File: src/rtl/inst_loader.sv
// Instruction loader: receives a framed program image over a byte stream,
// writes it word by word into instruction memory, checks the frame checksum,
// reads the memory back to verify it, and then releases the CPU from reset.
//
// Frame: SYNC, N (words), 4N payload bytes (big-endian per word), checksum
// (8-bit sum of the payload bytes).
//
// Ports
//   clock      : single clock, rising edge
//   resetn     : synchronous active-low reset
//   rx_data    : received byte
//   rx_valid   : rx_data valid
//   rx_ready   : loader accepts a byte this cycle
//   ram_a      : instruction memory byte address (word aligned)
//   d_t_ram    : write data to instruction memory
//   wram       : write strobe, one cycle per word
//   d_f_ram    : asynchronous read data for ram_a
//   cpu_resetn : CPU reset, released only after a verified load
//   done       : load completed and verified
//   error      : frame rejected
//   word_cnt   : words written in current frame
module inst_loader #(
  parameter logic [7:0]  SYNC      = 8'hA5,
  parameter int unsigned MAX_WORDS = 64
) (
  input  logic        clock,
  input  logic        resetn,
  input  logic [7:0]  rx_data,
  input  logic        rx_valid,
  output logic        rx_ready,
  output logic [31:0] ram_a,
  output logic [31:0] d_t_ram,
  output logic        wram,
  input  logic [31:0] d_f_ram,
  output logic        cpu_resetn,
  output logic        done,
  output logic        error,
  output logic [6:0]  word_cnt
);

  localparam logic [7:0] MaxWords = 8'(MAX_WORDS);

  typedef enum logic [2:0] {
    StSync, StLen, StData, StWrite, StCheck, StVerify, StDone, StErr
  } state_e;

  state_e      state_q, state_d;
  logic [6:0]  n_q, n_d;
  logic [6:0]  idx_q, idx_d;
  logic [1:0]  bcnt_q, bcnt_d;
  logic [7:0]  sum_q, sum_d;
  logic [7:0]  vsum_q, vsum_d;
  logic [31:0] word_q, word_d;
  logic [6:0]  wc_q, wc_d;

  logic       take;
  logic [6:0] idx_inc;
  logic [7:0] rd_sum;

  assign take    = rx_valid && rx_ready;
  assign idx_inc = idx_q + 7'd1;
  // Modulo-256 sum of the word currently read back from memory.
  assign rd_sum  = d_f_ram[31:24] + d_f_ram[23:16] + d_f_ram[15:8] + d_f_ram[7:0];

  always_comb begin
    state_d = state_q;
    n_d     = n_q;
    idx_d   = idx_q;
    bcnt_d  = bcnt_q;
    sum_d   = sum_q;
    vsum_d  = vsum_q;
    word_d  = word_q;
    wc_d    = wc_q;
    unique case (state_q)
      StSync: begin
        if (take && rx_data == SYNC) state_d = StLen;
      end
      StLen: begin
        if (take) begin
          if (rx_data != 8'd0 && rx_data <= MaxWords) begin
            state_d = StData;
            n_d     = rx_data[6:0];
            idx_d   = 7'd0;
            bcnt_d  = 2'd0;
            sum_d   = 8'd0;
            wc_d    = 7'd0;
          end else begin
            state_d = StErr;
          end
        end
      end
      StData: begin
        if (take) begin
          word_d = {word_q[23:0], rx_data};
          sum_d  = sum_q + rx_data;
          bcnt_d = bcnt_q + 2'd1;  // wraps to 0 after the 4th byte
          if (bcnt_q == 2'd3) state_d = StWrite;
        end
      end
      StWrite: begin
        idx_d   = idx_inc;
        wc_d    = wc_q + 7'd1;
        state_d = (idx_inc == n_q) ? StCheck : StData;
      end
      StCheck: begin
        if (take) begin
          if (rx_data == sum_q) begin
            state_d = StVerify;
            idx_d   = 7'd0;
            vsum_d  = 8'd0;
          end else begin
            state_d = StErr;
          end
        end
      end
      StVerify: begin
        vsum_d = vsum_q + rd_sum;
        if (idx_inc == n_q) begin
          state_d = (vsum_d == sum_q) ? StDone : StErr;
        end else begin
          idx_d = idx_inc;
        end
      end
      StDone: ;
      StErr: begin
        if (take && rx_data == SYNC) state_d = StLen;
      end
      default: state_d = StSync;
    endcase
  end

  always_ff @(posedge clock) begin
    if (!resetn) begin
      state_q <= StSync;
      n_q     <= 7'd0;
      idx_q   <= 7'd0;
      bcnt_q  <= 2'd0;
      sum_q   <= 8'd0;
      vsum_q  <= 8'd0;
      word_q  <= 32'd0;
      wc_q    <= 7'd0;
    end else begin
      state_q <= state_d;
      n_q     <= n_d;
      idx_q   <= idx_d;
      bcnt_q  <= bcnt_d;
      sum_q   <= sum_d;
      vsum_q  <= vsum_d;
      word_q  <= word_d;
      wc_q    <= wc_d;
    end
  end

  always_comb begin
    rx_ready   = 1'b0;
    wram       = 1'b0;
    ram_a      = 32'd0;
    d_t_ram    = 32'd0;
    done       = 1'b0;
    error      = 1'b0;
    cpu_resetn = 1'b0;
    unique case (state_q)
      StSync, StLen, StData, StCheck: rx_ready = resetn;
      StWrite: begin
        wram    = 1'b1;
        ram_a   = {24'd0, idx_q[5:0], 2'b00};
        d_t_ram = word_q;
      end
      StVerify: ram_a = {24'd0, idx_q[5:0], 2'b00};
      StDone: begin
        done       = 1'b1;
        cpu_resetn = 1'b1;
      end
      StErr: begin
        error    = 1'b1;
        rx_ready = resetn;
      end
      default: ;
    endcase
  end

  assign word_cnt = wc_q;

endmodule

File: config.mk
export PLATFORM = sky130hd
export DESIGN_NAME = inst_loader
export DESIGN_NICKNAME = d
export VERILOG_FILES = /design/src/rtl/inst_loader.sv
export SDC_FILE = /design/constraint.sdc
export NUM_CORES = 1
export LEC_CHECK = 0
export CORE_UTILIZATION = 40
export CTS_CLUSTER_SIZE = 8
export DETAILED_ROUTE_END_ITERATION = 8
export PLACE_DENSITY = 0.66
export SYNTH_ARGS = -nofsm -noshare
export SYNTH_HDL_FRONTEND = slang
export SYNTH_SLANG_ARGS = --single-unit
File: constraint.sdc
create_clock -name clock -period 4.4 [get_ports clock]
set_input_delay 0.66 -clock clock [delete_from_list [all_inputs] [get_ports clock]]
set_output_delay 0.66 -clock clock [all_outputs]
set_load 0.03 [all_outputs]
# Yosys cells after proc, flatten, opt, wreduce, memory -nomap -nowiden

Cells that the tools add are included.

Word-level logic and storage cells: 93
Bits in registers: 74
Output and inout bits: 76
Bits of input ports: 43

Reductions and logical operators: 20
Equality and inequality tests: 21
$add $sub $neg: 8
$lt $le $gt $ge: 1
Mux-type cells: 35

Operator list:

| cell                                                            | count |
|---|---|
| two-way mux 8 bit                                               | 6 |
| adder 8 bit                                                     | 5 |
| two-way mux 7 bit                                               | 5 |
| two-way mux 32 bit                                              | 1 |
| one-hot mux 8 bit (2 select lines)                              | 2 |
| one-hot mux 7 bit (4 select lines)                              | 1 |
| two-way mux 3 bit                                               | 8 |
| one-hot mux 3 bit (6 select lines)                              | 1 |
| equality test 8 bit                                             | 2 |
| inequality test 2 bit (second input constant)                   | 8 |
| adder 7 x 1 -> 7 bit (second input constant)                    | 2 |
| one-hot mux 7 bit (2 select lines)                              | 1 |
| equality test 3 bit (second input constant)                     | 4 |
| AND reduction 3 bit                                             | 3 |
| equality test 8 bit (second input constant)                     | 1 |
| less-or-equal comparator 8 x 7 -> 1 bit (second input constant) | 1 |
| two-way mux 2 bit                                               | 4 |
| nonzero test 8 bit                                              | 1 |
| equality test 7 bit                                             | 1 |
| AND reduction 7 bit                                             | 1 |
| equality test 3 x 2 -> 1 bit (second input constant)            | 2 |
| AND reduction 6 bit                                             | 1 |
| nonzero test 2 bit                                              | 3 |
| nonzero test 6 bit                                              | 1 |
| 13 further kinds                                                | 20 |

# Longest topological paths before layout

Word-level depth: 8
Gate-level depth with buffers: 14
Depth with buffers taken out: 14

# Worst setup path before layout

Ideal clock, no wire load.

Path kind: in2reg
From: input port d_f_ram[1]
To: register state_q[0]
Stages: 13
Arrival time: 3.844 ns
Slack: 0.430 ns
Library setup time: 0.126 ns
Required time: 4.274 ns
Path buffers: 0
Cells stage by stage: inv_1 fa_1 fa_1 fa_1 inv_1 ha_1 inv_1 fa_1 xnor2_1 nor4_1 o2111ai_1 o41ai_1 a21oi_1

Cells in the longest elaborated chain, start to end: 6

Ends and longest elaborated chain:

| element                            | RTL line | RTL |
|---|---|---|
| start, declared                    | 34       | `input logic [31:0] d_f_ram,` |
| adder 8 bit                        | 63       | `assign rd_sum = d_f_ram[31:24] + d_f_ram[23:16] + d_f_ram[15:8] + d_f_ram[7:0];` |
| adder 8 bit                        | 117      | `vsum_d = vsum_q + rd_sum;` |
| equality test 8 bit                | 119      | `state_d = (vsum_d == sum_q) ? StDone : StErr;` |
| two-way mux 1 bit                  | 119      |  |
| two-way mux 3 bit                  | 118      | `if (idx_inc == n_q) begin` |
| one-hot mux 3 bit (6 select lines) | 74       | `unique case (state_q)` |
| end signal, assigned               | 134      | `state_q <= StSync;` |
| end signal, assigned               | 143      | `state_q <= state_d;` |
| end, declared                      | 47       | `state_e state_q, state_d;` |

No other way between the ends. The select of a mux whose other input is x is not followed.
A chain may end at the register's enable or synchronous reset.

# Worst setup path after layout

Same ends and word-level chain as after synthesis.

==> run_results.csv <==
group,metric,value,unit
outcome,status,"finished, final reports clean",
die,die_w,116,um
place,io_buffer_count,92,
cells_and_area,syn_to_final_growth,24.4,%
die,initial_core_util,41.1,%
clock_network,cts_sinks,74,
sta,tightest_slew,796,ps
routing,via_per_inst,5.12,
cells_and_area,layout_common_cells,"clkdlybuf4s50_1 (92), nand2_1 (76), dfxtp_1 (74)",
yosys,yosysSeqAreaShare,28.6,%
place,placed_cell_area,6140,um2
yosys,ys_seq_elements,74,
cells_and_area,num-fill-cells,1241,
yosys,syn_area,5190,um2
routing,drt_iter0_drc,339,
setup_path,crit_arrival,4390,ps
sta,clock_skew,6.03,ps
sta,maxSlewHeadroom,46.5,%
clock_network,cts_setup_buffers,0,
sta,setup-violations-final,0,
sta,fin_tns_setup,0,ps
routing,wl_per_cell,13.5,um
yosys,synthFlopType,"dfxtp_1",
min_path,hold_path.class,"flip-flop to flip-flop",
clock_network,htree_levels,3,
yosys,yosys_warnings,0,
cells_and_area,final_cell_area,6460,um2
global_route,grt_usage,18.9,%
die,die_h,116,um
routing,num_vias,4577,
sta,period_share,94.7,%
routing,wirelength,12.1,mm
yosys,synth-async-reset-ratio,0,%
sta,period_needed,4170,ps
yosys,syn_inst,636,
routing,first_pass_iters,5,
routing,antenna_left,0,
place,finalWeightedCongestion,0.899,
setup_path,critPathKind,"primary input to flip-flop",
setup_path,crit_required,4620,ps
place,place_hpwl,8.82,mm
clock_network,clock_path_buffers,2,
cells_and_area,mostFrequentLayoutCell,"clkdlybuf4s50_1",
setup_path,startpoint_type,"primary input",
global_route,grt_pass1_vias,4184,
yosys,synth_cell_types,65,
clock_network,clock_latency,340,ps
sta,hold_viol,0,
yosys,synth_edf_count,0,
job,max_cap_viol_count,0,
power,p_leak,2.73,nW
sta,rsz0062_at_grt,"no",
global_route,grt_max_degree,63,
die,ios,119,
sta,slew_violations,0,
clock_network,cts.clk_slew.worst_paths,60,ps
die,row_count,41,
power,power_density,404,nW/um2
routing,drc,0,
cells_and_area,layout.nets,799,
cells_and_area,antenna_cells,0,
power,ir_drop,0.220,mV
yosys,avgSynthCellArea,8.16,um2
die,dieArea,13400,um2
setup_path,crit_path_end_kind,"flip-flop",
clock_network,cts_root_buffer,"clkbuf_16",
die,coreArea,12600,um2
clock_network,tritoncts,"yes",
global_route,grt_antenna_before_repair,0,
clock_network,cts_inserted_buffers,9,
global_route,grt_pass1_wl,20.0,mm
setup_path,crit_path_max_fanout,2,
global_route,grt_overflow_total,0,
sta,fmax,240,MHz
cells_and_area,drive_gt1_share,7.06,%
[routing by layer]
layer  vias to the layer above  wire length (um)  global-route usage, %
met2                       155              5690                   31.7
met5                         -                 0                      0
li1                       2264                 -                      -
met1                      2139              5460                   23.8
met4                         0               293                   7.52
met3                        19               638                   3.71
[cell families after synthesis]
family                     synth area share (%)
and+or+nand+nor                            21.8
xor gates and xnor gates                   6.94
DFF                                        28.6
buffers and inverters                      12.1
muxes                                      1.54
other                                    0.0723
adders and majority gates                  12.4
AOI/OAI and AO/OA                          16.6
[timing repair]
item / in CTS / in global routing
endpoints found under the setup margin: 0 / 1
resized for setup: 0 / 3
hold buffers: 0 / 0
[through the flow]
step	worst slack [ps]	hold slack [ps]	instances	util, %	total power [mW]
detailed placement	-274	442	878	48.7	1.85
floorplan	430	432	661	-	1.61
global placement	-169	438	878	48.7	1.82
global route	60.4	467	894	51.2	2.80
finish	233	450	894	51.2	2.61
CTS	66.8	451	894	51.1	2.61
[flip-flops by register name (all words and copies together), names as in the netlist]
register,flops
sum_q,8
bcnt_q,2
idx_q,7
state_q,3
vsum_q,8
word_cnt,7
word_q,32
n_q,7
[final cells by class]
class / count / area, um2 / area share (%)
clock buffers: 10 / 239 / 3.70
clock inverters: 6 / 65.1 / 1.01
inverters: 68 / 255 / 3.95
multi-input cells: 461 / 3200 / 49.5
flip-flops and latches: 74 / 1480 / 22.9
well taps: 172 / 215 / 3.33
repair buffers: 103 / 1000 / 15.5
[synthesized netlist by cell type, drive strengths merged, types with 3 or more instances]
| cell type | instances | area (um2) |
|---|---|---|
| a211oi | 5 | 50.1 |
| nand3 | 10 | 55.1 |
| o41ai | 5 | 43.8 |
| nor4 | 8 | 68.8 |
| dfxtp | 74 | 1480 |
| o31ai | 3 | 36.3 |
| buf | 37 | 290 |
| nand2b | 3 | 18.8 |
| or3 | 5 | 48.8 |
| fa | 21 | 420 |
| and3 | 36 | 225 |
| clkbuf | 21 | 80.1 |
| mux2i | 8 | 80.1 |
| a21o | 4 | 30.0 |
| inv | 68 | 255 |
| and2 | 7 | 43.8 |
| nor3 | 11 | 66.3 |
| xnor2 | 24 | 210 |
| o21a | 4 | 30.0 |
| o21ai | 18 | 90.1 |
| nand3b | 3 | 22.5 |
| xor2 | 12 | 105 |
| ha | 18 | 225 |
| a21oi | 54 | 270 |
| o311ai | 5 | 43.8 |
| nand4 | 5 | 37.5 |
| nor2 | 48 | 180 |
| nand2 | 77 | 292 |
| a22oi | 11 | 82.6 |
[worst paths after layout]
kind,cells past startpoint,startpoint,slack [ps],endpoint
setup reg to reg,11,vsum_q[1]$_SDFFE_PN0P_,1650,state_q[0]$_SDFFE_PN0P_
hold reg to reg,2,word_q[31]$_SDFFE_PN0P_,450,word_q[31]$_SDFFE_PN0P_
setup / recovery,14,d_f_ram[1],230,state_q[0]$_SDFFE_PN0P_
hold / removal,2,word_q[31]$_SDFFE_PN0P_,450,word_q[31]$_SDFFE_PN0P_
[power by group]
group / internal, mW / leakage (nW) / total [mW] / switching [mW]
Clock: 0.455 / 0.149 / 0.755 / 0.300
Combinational: 0.438 / 1.98 / 1.09 / 0.656
Sequential: 0.704 / 0.597 / 0.760 / 0.0564
Total: 1.60 / 2.73 / 2.61 / 1.01
[critical path, stage by stage]
cell and delay [ps]:
clkdlybuf4s50_1 450, inv_1 50, fa_1 560, fa_1 440, fa_1 520, inv_1 40
ha_1 190, inv_1 70, fa_1 450, xnor2_1 140, nor4_1 180, o2111ai_1 180
o41ai_2 350, a21oi_1 110
(Power assumes the default switching activity.)
==> RTL change, RTL diff (same flow settings) <==
Take the reset off `vsum_q` and load it in a clocked block of its own.
--- a/src/rtl/inst_loader.sv
+++ b/src/rtl/inst_loader.sv
@@ -137,5 +137,4 @@
       bcnt_q  <= 2'd0;
       sum_q   <= 8'd0;
-      vsum_q  <= 8'd0;
       word_q  <= 32'd0;
       wc_q    <= 7'd0;
@@ -146,8 +145,11 @@
       bcnt_q  <= bcnt_d;
       sum_q   <= sum_d;
-      vsum_q  <= vsum_d;
       word_q  <= word_d;
       wc_q    <= wc_d;
     end
+  end
+
+  always_ff @(posedge clock) begin
+    vsum_q <= vsum_d;
   end
 
Function: same outputs for any inputs over 10 cycles, from zero or initial values and one cycle with resetn low; that may be too few to reach the edited logic, so the function may still have changed.
==> RTL change against the unedited design <==
Synthesized area is 4.8% lower; setup slack better by 0.046 ns; wire length is 5.9% lower; sequential cell count stayed put; cell area is 3.5% lower; utilization is 0.69 points higher.
Power is not compared: it rests on default switching activity, and its combinational part moved more than twofold at a synthesized area within 25%.
==> RTL change: results (changes against the unedited design) <==
* RR Endpoint: idx_q[5]$_SDFFE_PN0P_ (was state_q[0]$_SDFFE_PN0P_)
* Worst-skew pair later-pin latency at 0.34 ns (about the same)
* Clock buffers created by TritonCTS at 9 (unchanged)
* Register area share after synthesis at 31.6% (was 28.6%)
* Clock Power Share at 40.3%
* H-tree depth at 3 (unchanged)
* HPWL after DPL at 8280 um (was 8820 um)
* Met2 Use GR at 32.8% (was 31.7%)
* Net count, final at 759 (was 799)
* EDFF count, synth at 8 (was 0)
* Final Wtd Congestion at 0.805 (was 0.899)
* Clock-pin slew on the worst setup and hold paths at 0.06 ns (about the same)
* Final wirelength at 11400 um (was 12100 um)
* Min Hold Slack at 0.453 ns (was 0.450 ns)
* First-pass GRT wire length at 19200 um (was 20000 um)
* Mapped Avg Cell Area at 8.27 um2 (was 8.16 um2)
* Top post-synthesis cells by area: dfxtp_1 27%, fa_1 8.5%, nand2_1 6.3%, a21oi_1 5.2%, and2_1 4.9% (was dfxtp_1 29%, fa_1 8.1%, nand2_1 5.5%, a21oi_1 5.2%, inv_1 4.8%)
* WL/cell at 13.7 um (was 13.5 um)
* Outcome: complete, no violations (unchanged)
* DR pass1 iterations at 5 (unchanged)
* Worst-Margin Slew at 0.980 ns (was 0.796 ns)
* Routed length on met3 at 658 um (was 638 um)
* Synth unique cells at 61 (was 65)
* Worst r2r path cells at 7 (was 11)
* Max incr delay on CP at 0.59 ns (was 0.56 ns)
* Placed cell count at 811 (was 878)
* Via density at 4.98 (was 5.12)
* Layout cell share with drive strength beyond 1 at 7.77% (was 7.06%)
* Diode count at 0 (unchanged)
* Reg2Reg Launch Point: idx_q[0]$_SDFFE_PN0P_ (was vsum_q[1]$_SDFFE_PN0P_)
* Post-place setup slack at -0.152 ns (was -0.274 ns)
* Cell at the root of the clock tree: clkbuf_16 (unchanged)
* Largest net degree at the start of global routing at 58 (was 63)
* Post-DP Area at 5850 um2 (was 6140 um2)
* Initial antenna violation count at 0 (unchanged)
* R2R Setup Slk at 1.55 ns (was 1.65 ns)
* Hold Crit Start: word_q[30]$_SDFFE_PN0P_ (was word_q[31]$_SDFFE_PN0P_)
* GRT Total Usage at 18.6% (was 18.9%)
* Async SR Flop Fraction at 0% (unchanged)
* Initial DRC Count at 191 (was 339)
* Met3 Use GR at 4.12% (was 3.71%)
* Routed length on met1 at 4960 um (was 5460 um)
* Worst Skew at 0.00644 ns (was 0.00603 ns)
* PortBufs at 92 (unchanged)
* Slowest library cell on the worst path: fa_1 (unchanged)
* Crit-path max FO at 2 (unchanged)
* Leak at 2.49 nW
* Clock group power at 0.000820 W
* Met1 Track Usage GR at 22.3% (was 23.8%)
* Vias in the first global route at 4156 (was 4184)
* Pins Over Slew Limit at 0 (unchanged)
* Met2 WL post-DR at 5550 um (was 5690 um)
* Hold Crit Endpoint: word_q[30]$_SDFFE_PN0P_ (was word_q[31]$_SDFFE_PN0P_)
* CP arrival at 4.33 ns (was 4.39 ns)
* Synth top cells by count: 83 x nand2_1, 66 x dfxtp_1, 51 x a21oi_1 (was 76 x nand2_1, 74 x dfxtp_1, 66 x inv_1)
[RTL change: logic make-up (layout without fill, tap and decap cells)]
kind of cell	count (synthesis)	in the layout	synth area share, %
muxes	8	8	1.62
xor gates and xnor gates	39	39	6.91
other	1	26	0.0759
DFF	74	74	31.6
and+or+nand+nor	225	225	22.4
adders and majority gates	39	39	13.1
buffers and inverters	105	165	10.7
AOI/OAI and AO/OA	106	106	13.5
[RTL change: final cells by class]
type	instances	area, um2
Inverter	48	180
Tap cell	147	184
Timing Repair Buffer	101	996
Sequential cell	74	1560
Fill cell	1138	5780
Clock buffer	10	239
Multi-Input combinational cell	443	2970
Clock inverter	6	95.1
[RTL change: critical path: cells and delay by family]
family,cells,cell delay [ns]
adder cells (fa/ha/maj),4,2.07
AND/OR/NAND/NOR,3,0.61
buffers and inverters,4,0.60
AO/OA/AOI/OAI,2,0.24
XOR/XNOR,1,0.16
[RTL change: how the worst max path moves through the flow]
| stage | startpoint | to | slack [ns] |
|---|---|---|---|
| after floorplan | d_f_ram[1] | state_q[0]$_SDFFE_PN0P_ | 0.54 |
| after global placement | d_f_ram[1] | state_q[0]$_SDFFE_PN0P_ | -0.1 |
| after detailed placement | d_f_ram[1] | state_q[0]$_SDFFE_PN0P_ | -0.15 |
| after CTS | d_f_ram[1] | state_q[0]$_SDFFE_PN0P_ | 0.17 |
| after global routing | d_f_ram[0] | state_q[0]$_SDFFE_PN0P_ | -0.02 |
| final | d_f_ram[18] | state_q[0]$_SDFFE_PN0P_ | 0.28 |
[RTL change: timing repair]
action	in CTS	in global routing
endpoints found under the hold margin	0	0
gates resized for setup	0	14
buffers inserted	0	2
endpoints found under the setup margin	0	1
